==> src/rtl/up_frame_packer.sv <==
// up_frame_packer: buffers upstream 64-bit words and emits framed uplink bursts
// (header, payload, XOR checksum tail) on a ready/valid port, counting overflow drops.
module up_frame_packer #(
   parameter int DEPTH       = 32,
   parameter int FRAME_WORDS = 8,
   parameter int TIMEOUT     = 64
) (
   input  logic        clk,
   input  logic        rst_n,
   input  logic        data_valid,
   input  logic [63:0] up_data,
   input  logic        tx_ready,
   output logic        tx_valid,
   output logic [63:0] tx_data,
   output logic        tx_sop,
   output logic        tx_eop,
   output logic [15:0] ovf_cnt,
   output logic [15:0] frame_seq
);
   localparam int AW = $clog2(DEPTH);
   localparam int CW = AW + 1;
   localparam int TW = $clog2(TIMEOUT + 1);
   localparam logic [CW-1:0] FW_C = CW'(FRAME_WORDS);
   localparam logic [TW-1:0] TO_C = TW'(TIMEOUT);
   localparam logic [1:0] S_IDLE = 2'd0;
   localparam logic [1:0] S_HEAD = 2'd1;
   localparam logic [1:0] S_DATA = 2'd2;
   localparam logic [1:0] S_TAIL = 2'd3;

   logic [63:0]   r_mem [DEPTH];
   logic [CW-1:0] r_wr_ptr;
   logic [CW-1:0] r_rd_ptr;
   logic [TW-1:0] r_timer;
   logic [1:0]    r_state;
   logic [7:0]    r_left;
   logic [63:0]   r_csum;
   logic          r_tx_valid;
   logic [63:0]   r_tx_data;
   logic          r_tx_sop;
   logic          r_tx_eop;
   logic [15:0]   r_ovf;
   logic [15:0]   r_seq;

   logic [CW-1:0] w_count;
   logic [CW-1:0] w_rd_nxt;
   logic          w_full;
   logic          w_wr;
   logic          w_hs;
   logic          w_go;
   logic [7:0]    w_len;
   logic [63:0]   w_csum;

   assign w_count  = r_wr_ptr - r_rd_ptr;
   assign w_rd_nxt = r_rd_ptr + 1'b1;
   assign w_full   = w_count == CW'(DEPTH);
   assign w_wr     = data_valid && !w_full;
   assign w_hs     = r_tx_valid && tx_ready;
   assign w_go     = (w_count >= FW_C) || (w_count != '0 && r_timer == TO_C);
   assign w_len    = (w_count >= FW_C) ? 8'(FRAME_WORDS) : 8'(w_count);
   assign w_csum   = r_csum ^ r_tx_data;

   always_ff @(posedge clk)
      if (w_wr) r_mem[r_wr_ptr[AW-1:0]] <= up_data;

   // Payload words stay in the buffer until their handshake; r_rd_ptr marks the word on tx_data.
   always_ff @(posedge clk or negedge rst_n)
      if (!rst_n) begin
         r_wr_ptr   <= '0;
         r_rd_ptr   <= '0;
         r_timer    <= '0;
         r_state    <= S_IDLE;
         r_left     <= '0;
         r_csum     <= '0;
         r_tx_valid <= 1'b0;
         r_tx_data  <= '0;
         r_tx_sop   <= 1'b0;
         r_tx_eop   <= 1'b0;
         r_ovf      <= '0;
         r_seq      <= '0;
      end else begin
         if (w_wr) r_wr_ptr <= r_wr_ptr + 1'b1;
         if (data_valid && w_full && r_ovf != 16'hFFFF) r_ovf <= r_ovf + 1'b1;
         case (r_state)
            S_IDLE: begin
               r_timer <= (w_count != '0) ? r_timer + 1'b1 : '0;
               if (w_go) begin
                  r_timer    <= '0;
                  r_state    <= S_HEAD;
                  r_left     <= w_len;
                  r_csum     <= '0;
                  r_tx_valid <= 1'b1;
                  r_tx_sop   <= 1'b1;
                  r_tx_data  <= {16'hA55A, r_seq, 8'h00, w_len, 16'h0000};
               end
            end
            S_HEAD:
               if (w_hs) begin
                  r_state   <= S_DATA;
                  r_tx_sop  <= 1'b0;
                  r_tx_data <= r_mem[r_rd_ptr[AW-1:0]];
               end
            S_DATA:
               if (w_hs) begin
                  r_rd_ptr  <= w_rd_nxt;
                  r_csum    <= w_csum;
                  r_left    <= r_left - 1'b1;
                  r_state   <= (r_left == 8'd1) ? S_TAIL : S_DATA;
                  r_tx_eop  <= r_left == 8'd1;
                  r_tx_data <= (r_left == 8'd1) ? w_csum : r_mem[w_rd_nxt[AW-1:0]];
               end
            S_TAIL:
               if (w_hs) begin
                  r_state    <= S_IDLE;
                  r_tx_valid <= 1'b0;
                  r_tx_eop   <= 1'b0;
                  r_seq      <= r_seq + 1'b1;
               end
         endcase
      end

   assign tx_valid  = r_tx_valid;
   assign tx_data   = r_tx_data;
   assign tx_sop    = r_tx_sop;
   assign tx_eop    = r_tx_eop;
   assign ovf_cnt   = r_ovf;
   assign frame_seq = r_seq;
endmodule

==> config.mk <==
export PLATFORM = sky130hd
export DESIGN_NAME = up_frame_packer
export DESIGN_NICKNAME = d
export VERILOG_FILES = /design/src/rtl/up_frame_packer.sv
export SDC_FILE = /design/constraint.sdc
export NUM_CORES = 2
export LEC_CHECK = 0
export BUFFER_PORTS_ARGS = -buffer_cell sky130_fd_sc_hd__buf_2
export CELL_PAD_IN_SITES_DETAIL_PLACEMENT = 0
export CELL_PAD_IN_SITES_GLOBAL_PLACEMENT = 1
export CORE_MARGIN = 5
export CORE_UTILIZATION = 32
export DETAILED_ROUTE_END_ITERATION = 16
export HOLD_SLACK_MARGIN = 0.06
export PLACE_DENSITY = 0.58
export SYNTH_ARGS = -nofsm -noshare
export SYNTH_HDL_FRONTEND = slang
export SYNTH_SLANG_ARGS = --single-unit
==> constraint.sdc <==
create_clock -name clk -period 20.5 [get_ports clk]
set_clock_uncertainty 0.05 [all_clocks]
set_input_delay 4.1 -clock clk [delete_from_list [all_inputs] [get_ports clk]]
set_output_delay 4.1 -clock clk [all_outputs]
set_load 0.1 [all_outputs]
# [Yosys cells after proc, flatten, opt, wreduce, memory -nomap -nowiden]
# Memory sizes are Yosys's and may differ from the RTL's.
# Cells that the tools add are included.
# Widths: inputs -> output; s select.
[totals] ff_bits=192 inputBits=68 n_memories=1 wordCells=83 ram_bits=2048 output_inout_bits=99
[mem_list] name="r_mem" words=32 word_bits=64 rd=2 rd_clocked_by_memory_dff=0 write_ports=1 line_no="30" rtl="logic [63:0] r_mem [DEPTH];"
[classes] mux=28 add_sub_neg=7 magnitude_cmp=1 reduce_logical=22 n_eq_ne=11 n_bitwise=1
[ops] cell="$mux 64" n=6
[ops] cell="$pmux 64 s3" n=1
[ops] cell="$pmux 64 s2" n=1
[ops] cell="$xor 64x64->64" n=1
[ops] cell="$add 16x1->16 const B" n=2
[ops] cell="$mux 8" n=2
[ops] cell="$ne 16x16->1 const B" n=1
[ops] cell="$pmux 8 s2" n=1
[ops] cell="$mux 7" n=2
[ops] cell="$add 6x1->6 const B" n=2
[ops] cell="$reduce_and 3->1" n=4
[ops] cell="$eq 8x1->1 const B" n=1
[ops] cell="$mux 2" n=4
[ops] cell="$ne 2x2->1 const B" n=4
[ops] cell="$pmux 2 s4" n=1
[ops] cell="$reduce_and 4->1" n=2
[ops] cell="$reduce_bool 2->1" n=4
[ops] cell="$sub 8x1->8 const B" n=1
[ops] cell="$add 7x1->7 const B" n=1
[ops] cell="$eq 7x7->1 const B" n=1
[ops] cell="$eq 6x6->1 const B" n=1
[ops] cell="$ge 6x4->1 const B" n=1
[ops] cell="$mux 1" n=6
[ops] cell="$mux 6" n=1
[ops] cell="11 further kinds" n=19

# [Longest topological paths before layout]
[logic_depth] depth_word=6 depth_mapped=15 depth_no_buf=10

# [Worst setup path before layout]
# No wires, ideal clock.
[synth_path] path_kind="input-to-reg" from="in data_valid" to="mem r_mem[15][0], enable pin" cell_stages=3 setup_time_ns=0.487 t_required_ns=19.963 path_buffers=0 setup_slack_ns=12.573 arrival_ns=7.390 cell_sequence="a21boi_2 > nand2_1 > nor2_1"
[synth_between] elab_chain_len=3
[synth_rtl] item="start: declaration" line_no="10" rtl="input logic data_valid,"
[synth_rtl] item="$logic_and 1x1->1" line_no="56" rtl="assign w_wr = data_valid && !w_full;"
[synth_rtl] item="$mux 1" line_no="63" rtl="if (w_wr) r_mem[r_wr_ptr[AW-1:0]] <= up_data;"
[synth_rtl] item="$mux 1 (implied by the code)" line_no="63"
[synth_rtl] item="end: declaration" line_no="30"
# Every way passes these cells.

# [Worst setup path in the final report]
[layout_path] from="in data_valid" to="mem r_mem[27][14], enable pin"
# Same word-level chain as after synthesis.

==> metrics.yaml <==
final_net_count: 5698
io_pins: 167
finish.utilization_pct: 36.36
power_frac_comb_pct: 47.8
tightest_slew_ns: 1.395
htree_levels: 4
drt-initial-drc-count: 7142
p_leak_nw: 37.29
end_kind: "register"
powerDensity_nw_per_um2: 165.2
die_area_um2: 338300
reg2reg_from: "r_rd_ptr[1]"
met2_usage_pct: 32.07
cts_setup_buffers: 0
synth.avg_cell_area_um2: 19.11
cts_tree: "done"
worst_ep_arrival_time_ns: 7.85
syn_inst: 5473
busiest_layer: "met2"
synth_enable_flop_cells: 2048
cp_max_fo: 23
synth-seq-cells: 2240
wirelength_um: 353500
swShare_pct: 40.65
fp.dieH_um: 581.7
hpwl_um: 213000
netSwitchingPower_w: 0.007968
cts_made_buffers: 243
hp-class: "register to register"
syn_to_final_growth_pct: 13.46
use_met1_pct: 28.79
cts.sinks: 2240
path_class: "input port to register"
rsz0062_at_grt: "false"
first_pass_iters: 5
ys_warn_count: 0
detail-route-antenna-nets: 0
grt_max_degree: 122
grt_usage_pct: 20.44
num_rows: 210
root_buffer: "clkbuf_16"
via_per_inst: 5.925
num_vias: 60320
ctsResizeCount: 0
wl_per_cell_um: 34.72
finalSetupTns_ns: 0
drv_cap: 0
crit_required_ns: 20.98
place_congestion: 0.8116
grt-ovfl-total: 0
setup_ws_ns: 13.14
finalMaxSlewViolations: 0
grt_pass1_wl_um: 495500
finalCritPeriodShare_pct: 35.92
clk_pin_slew_ns: 0.06
seqPwrFrac_pct: 29.5
ctsLongestPathBuffers: 4
crit_start: "data_valid"
internal_power_w: 0.01163
async_flop_share_pct: 8.571
pre_cts_slack_ns: 12.19
yosysUniqueCellTypes: 80
run_status: "finished clean"
hp-start: "ovf_cnt[9]"
hold_viol_final: 0
p_clk_share_pct: 22.7
start_util_pct: 32.05
antenna_found_initial: 40
ir_drop_v: 0.0002568
slew_headroom_pct: 6.972
drc: 0
clk_latency_ns: 0.94
fin_crit_ns: 7.364
grt_pass1_vias: 60800
syn_nets: 5563
drive_gt1_share_pct: 33.21
synthFlopType: "edfxtp_1"
core_area_um2: 326300
io_buffers: 166
die_x_um: 581.7
netlist_area_um2: 104600
ys_seq_area_share_pct: 63.40
postCtsHoldBufs: 0
crit_path_start_kind: "input port"
fmax_mhz: 135.8
setup_viol: 0
grt_util_met3_pct: 4.311
per-stage QoR:
stage	hold WS (ns)	power [W]	instances	area [um^2]
final	0.4399	0.01960	10180	118700
after global routing	0.4797	0.02039	10170	118600
after CTS	0.4450	0.01978	10160	118600
after detailed placement	0.4322	0.01528	9709	110500
after global placement	0.4255	0.01528	9709	110500
after floorplan	0.4070	0.01202	5473	104600
kinds of logic (layout without fill, tap and decap cells):
logic type | Yosys count | after routing | synth area share (%)
DFF | 2240 | 2240 | 63.40
muxes | 1263 | 1263 | 25.77
and+or+nand+nor | 843 | 843 | 3.645
AOI/OAI and AO/OA | 553 | 553 | 3.974
buffers and inverters | 441 | 786 | 1.990
xor gates and xnor gates | 111 | 111 | 0.9511
adders and majority gates | 22 | 22 | 0.2704
other | 0 | 16 | 0
critical path, cell delays in order:
cell	delay, ns
buf_2	0.13
a21boi_2	0.56
nand2_1	0.70
nor2_4	1.11
buf_4	0.60
buf_4	0.56
synthesized netlist by cell type (5+ instances only):
| library cell | number | area share (%) |
|---|---|---|
| nand4_1 | 23 | 0.14 |
| a2111oi_0 | 5 | 0.042 |
| buf_4 | 37 | 0.27 |
| edfxtp_1 | 2048 | 59 |
| xnor2_1 | 98 | 0.82 |
| inv_1 | 19 | 0.068 |
| mux4_2 | 1141 | 25 |
| nand2_1 | 410 | 1.5 |
| and3_1 | 14 | 0.084 |
| o31ai_1 | 7 | 0.050 |
| nand3_1 | 152 | 0.73 |
| a22oi_1 | 31 | 0.22 |
| a311oi_1 | 20 | 0.17 |
| nor2b_1 | 61 | 0.36 |
| a211o_1 | 34 | 0.28 |
| buf_6 | 11 | 0.12 |
| nor3_1 | 34 | 0.16 |
| nand2b_1 | 20 | 0.12 |
| ha_1 | 21 | 0.25 |
| o32ai_1 | 8 | 0.067 |
| mux2i_1 | 97 | 0.93 |
| or3_1 | 5 | 0.030 |
| mux2_2 | 25 | 0.27 |
| xor2_1 | 10 | 0.084 |
| buf_2 | 163 | 0.78 |
| a31oi_1 | 55 | 0.33 |
| buf_1 | 43 | 0.15 |
| o21ai_0 | 60 | 0.29 |
| o221ai_1 | 67 | 0.56 |
| a21oi_1 | 55 | 0.26 |
| o2111ai_1 | 13 | 0.11 |
| o2bb2ai_1 | 15 | 0.13 |
| clkbuf_1 | 164 | 0.59 |
| o21ai_1 | 5 | 0.024 |
| a22o_1 | 67 | 0.56 |
| a311o_1 | 7 | 0.067 |
| a221oi_1 | 7 | 0.059 |
| o22ai_1 | 30 | 0.18 |
| a211oi_1 | 13 | 0.093 |
| a32oi_1 | 28 | 0.23 |
| dfrtp_1 | 192 | 4.6 |
| nor2_1 | 100 | 0.36 |
cells in the final DEF (no fill, tap or decap), drive strengths merged, types with 14 or more instances in the layout:
master    netlist  layout
edfxtp       2048    2048
mux4         1141    1141
nand2         411     411
buf           254     308
clkbuf        164     300
dfrtp         192     192
nand3         153     153
clkinv          1     109
nor2          101     101
xnor2          99      99
mux2i          97      97
o221ai         67      67
a22o           67      67
o21ai          66      66
nor2b          61      61
a21oi          56      56
a31oi          55      55
nor3           34      34
a211o          34      34
a22oi          31      31
o22ai          30      30
a32oi          28      28
inv            22      28
mux2           25      25
nand4          23      23
bufinv          0      23
ha             21      21
nand2b         20      20
a311oi         20      20
clkinvlp        0      18
diode           0      16
a211oi         16      16
o2bb2ai        15      15
and3           14      14
power groups by stage:
| stage | Clock (W) | Sequential (W) | Combinational, W |
|---|---|---|---|
| 4_1_cts | 0.00454 | 0.00578 | 0.00946 |
| 6_report | 0.00445 | 0.00578 | 0.00938 |
| 5_1_grt | 0.00474 | 0.00582 | 0.00983 |
| 3_3_place_gp | 0 | 0.00585 | 0.00943 |
| 3_5_place_dp | 0 | 0.00587 | 0.00942 |
| 2_1_floorplan | 0 | 0.00612 | 0.00590 |
area by class of cell:
type,count,area (um^2)
inverter,23,93.84
clock inverter,155,1526
fill,30000,207700
antenna,16,40.04
sequential,2240,66320
multi-input combinational,2792,36680
tap,4346,5438
clock buffer,300,6538
timing repair buffer,308,2019
state kept, by name, summed over array words and instances, names as in the netlist:
| name | flops |
|---|---|
| r_wr_ptr | 6 |
| tx_valid | 1 |
| r_rd_ptr | 6 |
| r_timer | 7 |
| r_left | 8 |
| r_mem | 2048 |
| tx_eop | 1 |
| frame_seq | 16 |
| r_state | 2 |
| tx_sop | 1 |
| ovf_cnt | 16 |
| r_csum | 64 |
| tx_data | 64 |
worst paths after layout:
path / endpoint / slack, ns / depth (start not counted)
worst max register to register: r_mem[27][14] / 13.37 / 12
max in group asynchronous: r_csum[56] / 15.82 / 2
worst max-delay path: r_mem[27][14] / 13.14 / 6
worst min register to register: ovf_cnt[9] / 0.44 / 1
worst min-delay path: ovf_cnt[9] / 0.44 / 1
min in group asynchronous: ovf_cnt[9] / 3.10 / 1
per-layer routing:
layer	wire [um]	up-vias	share of wire, %
met1	147900	33240	42
li1	-	23680	-
met3	29500	513	8.3
met2	164400	2859	46
met5	138	-	0.039
met4	11520	22	3.3
(Power assumes the default switching activity.)
